File: src/rtl/store_commit_queue_pkg.sv
// Shared types and widths for the commit-side store queue.
package store_commit_queue_pkg;

   localparam int unsigned PLEN = 56;
   localparam int unsigned XLEN = 64;
   localparam int unsigned BEW  = XLEN / 8;

   typedef enum logic [0:0] {
      StIdle,
      StReq
   } scq_state_e;

   typedef struct packed {
      logic [PLEN-1:0] paddr;
      logic [XLEN-1:0] data;
      logic [BEW-1:0]  be;
      logic [1:0]      size;
      logic            valid;
   } st_cq_entry_t;

   // Byte-wise overlay of new data onto old data where be is set.
   function automatic logic [XLEN-1:0] merge_bytes(input logic [XLEN-1:0] old_data,
                                                    input logic [XLEN-1:0] new_data,
                                                    input logic [BEW-1:0]  be);
      logic [XLEN-1:0] res;
      res = old_data;
      for (int i = 0; i < BEW; i++) begin
         if (be[i]) begin
            res[8*i +: 8] = new_data[8*i +: 8];
         end
      end
      return res;
   endfunction

endpackage

File: src/rtl/store_commit_queue_if.sv
// Push (from commit) and write-request (to dcache) channels of the store commit queue.
interface store_commit_queue_if;
   import store_commit_queue_pkg::*;

   logic            push_valid;
   logic            push_ready;
   logic [PLEN-1:0] push_paddr;
   logic [XLEN-1:0] push_data;
   logic [BEW-1:0]  push_be;
   logic [1:0]      push_size;

   logic            req_valid;
   logic            req_gnt;
   logic [PLEN-1:0] req_addr;
   logic [XLEN-1:0] req_data;
   logic [BEW-1:0]  req_be;
   logic [1:0]      req_size;

   modport master (
      output push_valid, push_paddr, push_data, push_be, push_size, req_gnt,
      input  push_ready, req_valid, req_addr, req_data, req_be, req_size
   );

   modport slave (
      input  push_valid, push_paddr, push_data, push_be, push_size, req_gnt,
      output push_ready, req_valid, req_addr, req_data, req_be, req_size
   );

endinterface

File: src/rtl/store_commit_queue.sv
// In-order buffer of retired stores with same-word merging, draining to the dcache write port.
module store_commit_queue
   import store_commit_queue_pkg::*;
#(
   parameter int unsigned DEPTH = 4
) (
   input  logic                       clk_i,
   input  logic                       rst_i,
   store_commit_queue_if.slave        bus,
   input  logic                       stall_i,
   input  logic [11:0]                page_offset_i,
   output logic                       page_offset_matches_o,
   output logic                       empty_o,
   output logic                       no_st_pending_o,
   output logic [$clog2(DEPTH+1)-1:0] count_o
);

   localparam int unsigned PtrW = (DEPTH > 1) ? $clog2(DEPTH) : 1;
   localparam int unsigned CntW = $clog2(DEPTH + 1);

   st_cq_entry_t    mem_q [DEPTH];
   st_cq_entry_t    mem_d [DEPTH];
   logic [PtrW-1:0] rd_ptr_q, rd_ptr_d;
   logic [PtrW-1:0] wr_ptr_q, wr_ptr_d;
   logic [PtrW-1:0] tail_ptr;
   logic [CntW-1:0] count_q, count_d;
   scq_state_e      state_q, state_d;

   logic            push_ready;
   logic            push_fire;
   logic            merge;
   logic            alloc;
   logic            pop;
   logic            req_valid;
   st_cq_entry_t    head;
   logic [DEPTH-1:0] off_hit;
   logic            unused_bits;

   assign push_ready = (count_q < CntW'(DEPTH));
   assign push_fire  = bus.push_valid && push_ready;
   assign tail_ptr   = wr_ptr_q - PtrW'(1);
   assign req_valid  = (state_q == StReq);
   assign pop        = req_valid && bus.req_gnt;
   assign head       = mem_q[rd_ptr_q];

   // The head is frozen while it is being requested, so it must not absorb a merge.
   assign merge = push_fire && (count_q != '0) &&
                  (bus.push_paddr[PLEN-1:3] == mem_q[tail_ptr].paddr[PLEN-1:3]) &&
                  !(req_valid && (tail_ptr == rd_ptr_q));
   assign alloc = push_fire && !merge;

   always_comb begin
      mem_d    = mem_q;
      rd_ptr_d = rd_ptr_q;
      wr_ptr_d = wr_ptr_q;
      count_d  = count_q + CntW'(alloc) - CntW'(pop);

      if (pop) begin
         mem_d[rd_ptr_q].valid = 1'b0;
         rd_ptr_d              = rd_ptr_q + PtrW'(1);
      end

      if (merge) begin
         mem_d[tail_ptr].data = merge_bytes(mem_q[tail_ptr].data, bus.push_data, bus.push_be);
         mem_d[tail_ptr].be   = mem_q[tail_ptr].be | bus.push_be;
         mem_d[tail_ptr].size = 2'b11;
      end else if (alloc) begin
         mem_d[wr_ptr_q].paddr = bus.push_paddr;
         mem_d[wr_ptr_q].data  = bus.push_data;
         mem_d[wr_ptr_q].be    = bus.push_be;
         mem_d[wr_ptr_q].size  = bus.push_size;
         mem_d[wr_ptr_q].valid = 1'b1;
         wr_ptr_d              = wr_ptr_q + PtrW'(1);
      end
   end

   // Next-state uses the post-update count so a store pushed this cycle is requested next cycle.
   always_comb begin
      state_d = state_q;
      unique case (state_q)
         StIdle: begin
            if ((count_d != '0) && !stall_i) begin
               state_d = StReq;
            end
         end
         StReq: begin
            if (pop) begin
               state_d = ((count_d != '0) && !stall_i) ? StReq : StIdle;
            end
         end
         default: state_d = StIdle;
      endcase
   end

   always_ff @(posedge clk_i) begin
      if (rst_i) begin
         state_q  <= StIdle;
         rd_ptr_q <= '0;
         wr_ptr_q <= '0;
         count_q  <= '0;
         for (int i = 0; i < DEPTH; i++) begin
            mem_q[i] <= '0;
         end
      end else begin
         state_q  <= state_d;
         rd_ptr_q <= rd_ptr_d;
         wr_ptr_q <= wr_ptr_d;
         count_q  <= count_d;
         mem_q    <= mem_d;
      end
   end

   for (genvar g = 0; g < DEPTH; g++) begin : g_off_cmp
      assign off_hit[g] = mem_q[g].valid && (mem_q[g].paddr[11:3] == page_offset_i[11:3]);
   end

   assign page_offset_matches_o = (|off_hit) ||
                                  (bus.push_valid &&
                                   (bus.push_paddr[11:3] == page_offset_i[11:3]));

   assign bus.push_ready  = push_ready;
   assign bus.req_valid   = req_valid;
   assign bus.req_addr    = head.paddr;
   assign bus.req_data    = head.data;
   assign bus.req_be      = head.be;
   assign bus.req_size    = head.size;

   assign empty_o         = (count_q == '0);
   assign no_st_pending_o = empty_o && !req_valid;
   assign count_o         = count_q;

   // Only the word index of the load offset takes part in the hazard compare.
   assign unused_bits = ^page_offset_i[2:0];

   push_ready_a: assert property (@(posedge clk_i) disable iff (rst_i)
      bus.push_valid |-> push_ready);

   req_stable_a: assert property (@(posedge clk_i) disable iff (rst_i)
      (req_valid && !bus.req_gnt) |=>
         (req_valid && $stable(head.paddr) && $stable(head.data) &&
          $stable(head.be) && $stable(head.size)));

endmodule
File: src/flat_wrapper.sv
// flat-port wrapper written by rule: the top's interface ports become plain ports
module store_commit_queue_flat import store_commit_queue_pkg::*;
#(
   parameter int unsigned DEPTH = 4
)
  (clk_i, rst_i, stall_i, page_offset_i, page_offset_matches_o, empty_o, no_st_pending_o, count_o, bus_push_valid, bus_push_paddr, bus_push_data, bus_push_be, bus_push_size, bus_req_gnt, bus_push_ready, bus_req_valid, bus_req_addr, bus_req_data, bus_req_be, bus_req_size);
  store_commit_queue_if bus_i ();
  input  logic clk_i;
  input  logic rst_i;
  input  logic stall_i;
  input  logic [11:0] page_offset_i;
  output logic page_offset_matches_o;
  output logic empty_o;
  output logic no_st_pending_o;
  output logic [$clog2(DEPTH+1)-1:0] count_o;
  input wire logic [$bits(bus_i.push_valid)-1:0] bus_push_valid;
  input wire logic [$bits(bus_i.push_paddr)-1:0] bus_push_paddr;
  input wire logic [$bits(bus_i.push_data)-1:0] bus_push_data;
  input wire logic [$bits(bus_i.push_be)-1:0] bus_push_be;
  input wire logic [$bits(bus_i.push_size)-1:0] bus_push_size;
  input wire logic [$bits(bus_i.req_gnt)-1:0] bus_req_gnt;
  output wire logic [$bits(bus_i.push_ready)-1:0] bus_push_ready;
  output wire logic [$bits(bus_i.req_valid)-1:0] bus_req_valid;
  output wire logic [$bits(bus_i.req_addr)-1:0] bus_req_addr;
  output wire logic [$bits(bus_i.req_data)-1:0] bus_req_data;
  output wire logic [$bits(bus_i.req_be)-1:0] bus_req_be;
  output wire logic [$bits(bus_i.req_size)-1:0] bus_req_size;
  assign bus_i.push_valid = bus_push_valid;
  assign bus_i.push_paddr = bus_push_paddr;
  assign bus_i.push_data = bus_push_data;
  assign bus_i.push_be = bus_push_be;
  assign bus_i.push_size = bus_push_size;
  assign bus_i.req_gnt = bus_req_gnt;
  assign bus_push_ready = bus_i.push_ready;
  assign bus_req_valid = bus_i.req_valid;
  assign bus_req_addr = bus_i.req_addr;
  assign bus_req_data = bus_i.req_data;
  assign bus_req_be = bus_i.req_be;
  assign bus_req_size = bus_i.req_size;
  store_commit_queue #(.DEPTH(DEPTH)) u_core (.clk_i(clk_i), .rst_i(rst_i), .bus(bus_i), .stall_i(stall_i), .page_offset_i(page_offset_i), .page_offset_matches_o(page_offset_matches_o), .empty_o(empty_o), .no_st_pending_o(no_st_pending_o), .count_o(count_o));
endmodule
File: config.mk
export PLATFORM = sky130hd
export DESIGN_NAME = store_commit_queue_flat
export DESIGN_NICKNAME = d
export VERILOG_FILES = /design/src/rtl/store_commit_queue_pkg.sv /design/src/rtl/store_commit_queue_if.sv /design/src/rtl/store_commit_queue.sv /design/src/flat_wrapper.sv
export SDC_FILE = /design/constraint.sdc
export NUM_CORES = 2
export LEC_CHECK = 0
export ABC_AREA = 1
export BUFFER_PORTS_ARGS = -buffer_cell sky130_fd_sc_hd__buf_2
export CAP_MARGIN = 20
export CORE_ASPECT_RATIO = 0.9
export CORE_UTILIZATION = 40
export CTS_CLUSTER_SIZE = 24
export DETAILED_ROUTE_END_ITERATION = 7
export MAX_ROUTING_LAYER = met4
export SLEW_MARGIN = 20
export SYNTH_ARGS = -nofsm -noshare
export SYNTH_HDL_FRONTEND = slang
export SYNTH_SLANG_ARGS = --single-unit
File: constraint.sdc
create_clock -name clk_i -period 4.7 [get_ports clk_i]
set_input_delay 0.235 -clock clk_i [delete_from_list [all_inputs] [get_ports clk_i]]
set_output_delay 0.235 -clock clk_i [all_outputs]
set_load 0.01 [all_outputs]
==> results.tsv <==
stage	metric	value	unit
setup_path	crit_start	u_core.wr_ptr_q[1]$_SDFFE_PP0P_	
worst_hold_path	worstHoldPathType	in -> reg	
pwr	p_sw_share	43.3	%
die	die_area	90800	µm²
global_route	antenna_found_initial	16	
routing	ant_nets	0	
clock_tree	cts_resized	0	
routing	top_layer_used	met4	
pwr	leakage	16.1	nW
synth	ys_top_cells_by_area	dfxtp_1, nand2_1, nor2_1	
setup_path	crit_required	5.23	ns
synth	ys_warn_count	0	
pwr	switching_power	0.00774	W
status	status	finished, final reports clean	
routing	vias	42168	
global_route	grt_pass1_vias	37506	
synth	async_flop_share	0	%
routing	wl	153000	µm
routing	vias_per_cell	5.91	
synth	ys.flop_type	dfxtp_1	
place	gp_congestion	0.943	
global_route	overflow	0	
global_route	grt_pass1_wl	231000	µm
clock_tree	numCtsBuffers	67	
synth	synth-edff-count	0	
sta	fmax	228	MHz
die	die_x	317	µm
global_route	gr-usage-all-layers	33.1	%
synth	post-synth-top-area-cell	dfxtp_1	
pwr	power.internal	0.0101	W
setup_path	worstSetupPathType	reg -> reg	
synth	netlist_area	35800	µm²
routing	drt-met1-wl	64700	µm
setup_path	r2r_start	u_core.wr_ptr_q[1]$_SDFFE_PP0P_	
cells_and_area	design_area	40300	µm²
die	pin_count	285	
cells_and_area	area_growth	12.4	%
routing	drcViolationCount	0	
pwr	p_comb_share	41.0	%
routing	drt_iter0_markers	5118	
sta	hold_violations	0	
setup_path	cp-end-kind	flip-flop	
routing	wl_met3	15300	µm
sta	clock-skew-final	0.0312	ns
run	max_cap_viol_count	0	
synth	synth_fp_nets	6144	
setup_path	r2r_slack	0.31	ns
clock_tree	clkSinkCount	532	
routing	post_drt_wl_per_cell	21.4	µm
routing	drt_pass1_iterations	6	
sta	fin_crit_sh	93.4	%
setup_path	crit_arrival	4.92	ns
global_route	grt_start_max_net_pins	204	
sta	fin_crit	4.39	ns
synth	yosysSeqAreaShare	29.7	%
clock_tree	ctsLongestPathBuffers	3	
synth	synth.distinct_cells	38	
clock_tree	clk_pin_slew	0.06	ns
die	start_util	40.6	%
sta	setup-tns-final	0	ns
pwr	powerDensity	444	nW/µm²
die	num_rows	103	
synth	synth-seq-cells	532	
sta	tightest_slew	1.19	ns
setup_path	reg2regPathDepth	20	
pwr	p_total	0.0179	W
place	port_buffers	281	
die	core_area	88300	µm²
worst_hold_path	hold_path_end	u_core.mem_q[209]$_SDFFE_PP0P_	
worst_hold_path	worstHoldPathCells	3	
clock_tree	root_buffer	clkbuf_16	
synth	postSynthAreaPerCell	5.99	µm²
pwr	power_frac_seq	29.2	%
sta	slew_headroom	20.8	%
clock_tree	cts_tree	built	
place	hpwl	82000	µm
synth	synth_top_area_share	29.7	%
synth	netlist_instances	5986	
place	dpl-instance-area	37500	µm²
cells_and_area	finalNetCount	6078	
clock_tree	cts_htree_levels	3	
sta	drv_slew	0	
pwr	clkPwrFrac	29.7	%
cells_and_area	drive_gt1_share	8.32	%
sta	finalSetupViolCount	0	
setup_path	rr_endpoint	u_core.bus.req_valid$_SDFF_PP0_	
worst_hold_path	hp-start	bus_push_paddr[3]	
setup_path	start_kind	flip-flop	
sta	rsz0062_at_grt	false	
clock_tree	insertion_delay	0.62	ns
routing	wl_met2	67900	µm
setup_path	cp_max_fo	53	
pwr	ir_drop	324	µV
die	dieHeight	286	µm
## metal layers
| metal | vias to the layer above | global-route usage (%) |
|---|---|---|
| li1 | 19925 | - |
| met1 | 19642 | 44.3 |
| met2 | 2250 | 50.5 |
| met3 | 351 | 4.48 |
| met4 | 0 | 12.5 |
| met5 | - | - |
## cell usage in the layout (no fill, tap or decap), types with 5 or more instances in the layout
master            n
a21oi_1         557
a221oi_1          5
a31oi_1          15
and2_1            5
buf_12           25
buf_2           280
buf_4            52
clkbuf_1         10
clkbuf_16        69
clkbuf_8         17
clkinv_2          9
dfxtp_1         529
diode_2          14
dlygate4sd3_1    59
ha_1              6
inv_1           391
inv_6             5
nand2_1        1292
nand3_1         547
nand3_4           8
nand3b_1        218
nand4_1         333
nor2_1          805
nor3_1            7
o21ai_0         490
o21ai_1          24
o22ai_1         134
xnor2_1          19
xor2_1            6
## power groups by stage
stage	combinational (W)	clock [W]	sequential [W]
floorplan	0.00455	0	0.00522
global placement	0.00705	0	0.00530
detailed placement	0.00710	0	0.00531
CTS	0.00716	0.00537	0.00521
global route	0.00790	0.00556	0.00527
finish	0.00734	0.00532	0.00523
## critical path, cell delays in order (launching register included)
cell	delay [ns]
dfxtp_1	0.42
inv_1	0.16
ha_4	0.35
buf_12	0.33
nand3_1	0.17
nand3b_1	0.28
nand2_1	0.11
nor2_1	0.10
nand2_1	0.05
nor2_1	0.23
nand2_1	0.11
nor2_2	0.34
nand2_8	0.15
nand2_1	0.24
inv_6	0.08
ha_1	0.20
fa_1	0.40
xor2_1	0.16
inv_1	0.07
a31o_2	0.20
a21oi_1	0.11
## per-stage QoR
stage	instances	utilization, %	hold WS [ns]	setup WS [ns]
after detailed placement	6947	42.4	0.454	0.488
after CTS	7118	45.6	0.0171	0.467
after global placement	6947	42.4	0.449	0.505
after floorplan	5986	-	0.383	0.173
final	7132	45.6	0.0342	0.312
after global routing	7129	45.6	0.0595	0.164
## what timing repair did
action | CTS | global route
hold buffers | 59 | 0
endpoints found under the setup margin | 0 | 0
endpoints found under the hold margin | 219 | 0
buffers inserted | 0 | 0
## cells in the mapped netlist, types with 5 or more instances
| master | instances |
|---|---|
| inv_1 | 393 |
| o21ai_0 | 490 |
| xor2_1 | 6 |
| dfxtp_1 | 532 |
| nand3b_1 | 218 |
| o21ai_1 | 24 |
| a221oi_1 | 5 |
| o22ai_1 | 134 |
| buf_4 | 15 |
| clkbuf_1 | 326 |
| buf_1 | 55 |
| nand4_1 | 333 |
| nor2_1 | 807 |
| xnor2_1 | 19 |
| nor3_1 | 7 |
| ha_1 | 10 |
| nand2_1 | 1293 |
| nand3_1 | 550 |
| and2_1 | 5 |
| nand3_2 | 6 |
| buf_2 | 155 |
| a31oi_1 | 15 |
| a21oi_1 | 557 |
## worst max path at each step
stage                     depth (start not counted)                         endpoint
final                                            20  u_core.bus.req_valid$_SDFF_PP0_
after global routing                             22  u_core.bus.req_valid$_SDFF_PP0_
after CTS                                        21  u_core.bus.req_valid$_SDFF_PP0_
after detailed placement                         21  u_core.bus.req_valid$_SDFF_PP0_
after global placement                           21  u_core.bus.req_valid$_SDFF_PP0_
after floorplan                                  28  u_core.bus.req_valid$_SDFF_PP0_
## sequential cells by signal, summed over array words and instances, names as in the netlist
name and count:
u_core.rd_ptr_q 2, u_core.bus.req_valid 1, u_core.count_o 3, u_core.wr_ptr_q 2, u_core.mem_q 524
## area by class of cell
class,count,area (µm²)
well taps,1155,1450
inverters,399,1540
fillers,9366,48000
diodes,14,35.0
multi-input cells,4503,21500
clock inverters,16,191
repair buffers,417,2900
clock buffers,96,2000
flip-flops and latches,532,10700
## cell families after synthesis
logic type | share of synthesized area (%)
simple gates | 40.7
compound gates | 17.9
buf+inv | 10.7
flops | 29.7
xor+xnor | 0.611
fa+ha+maj | 0.405
Power figures use the tool's default switching activity.
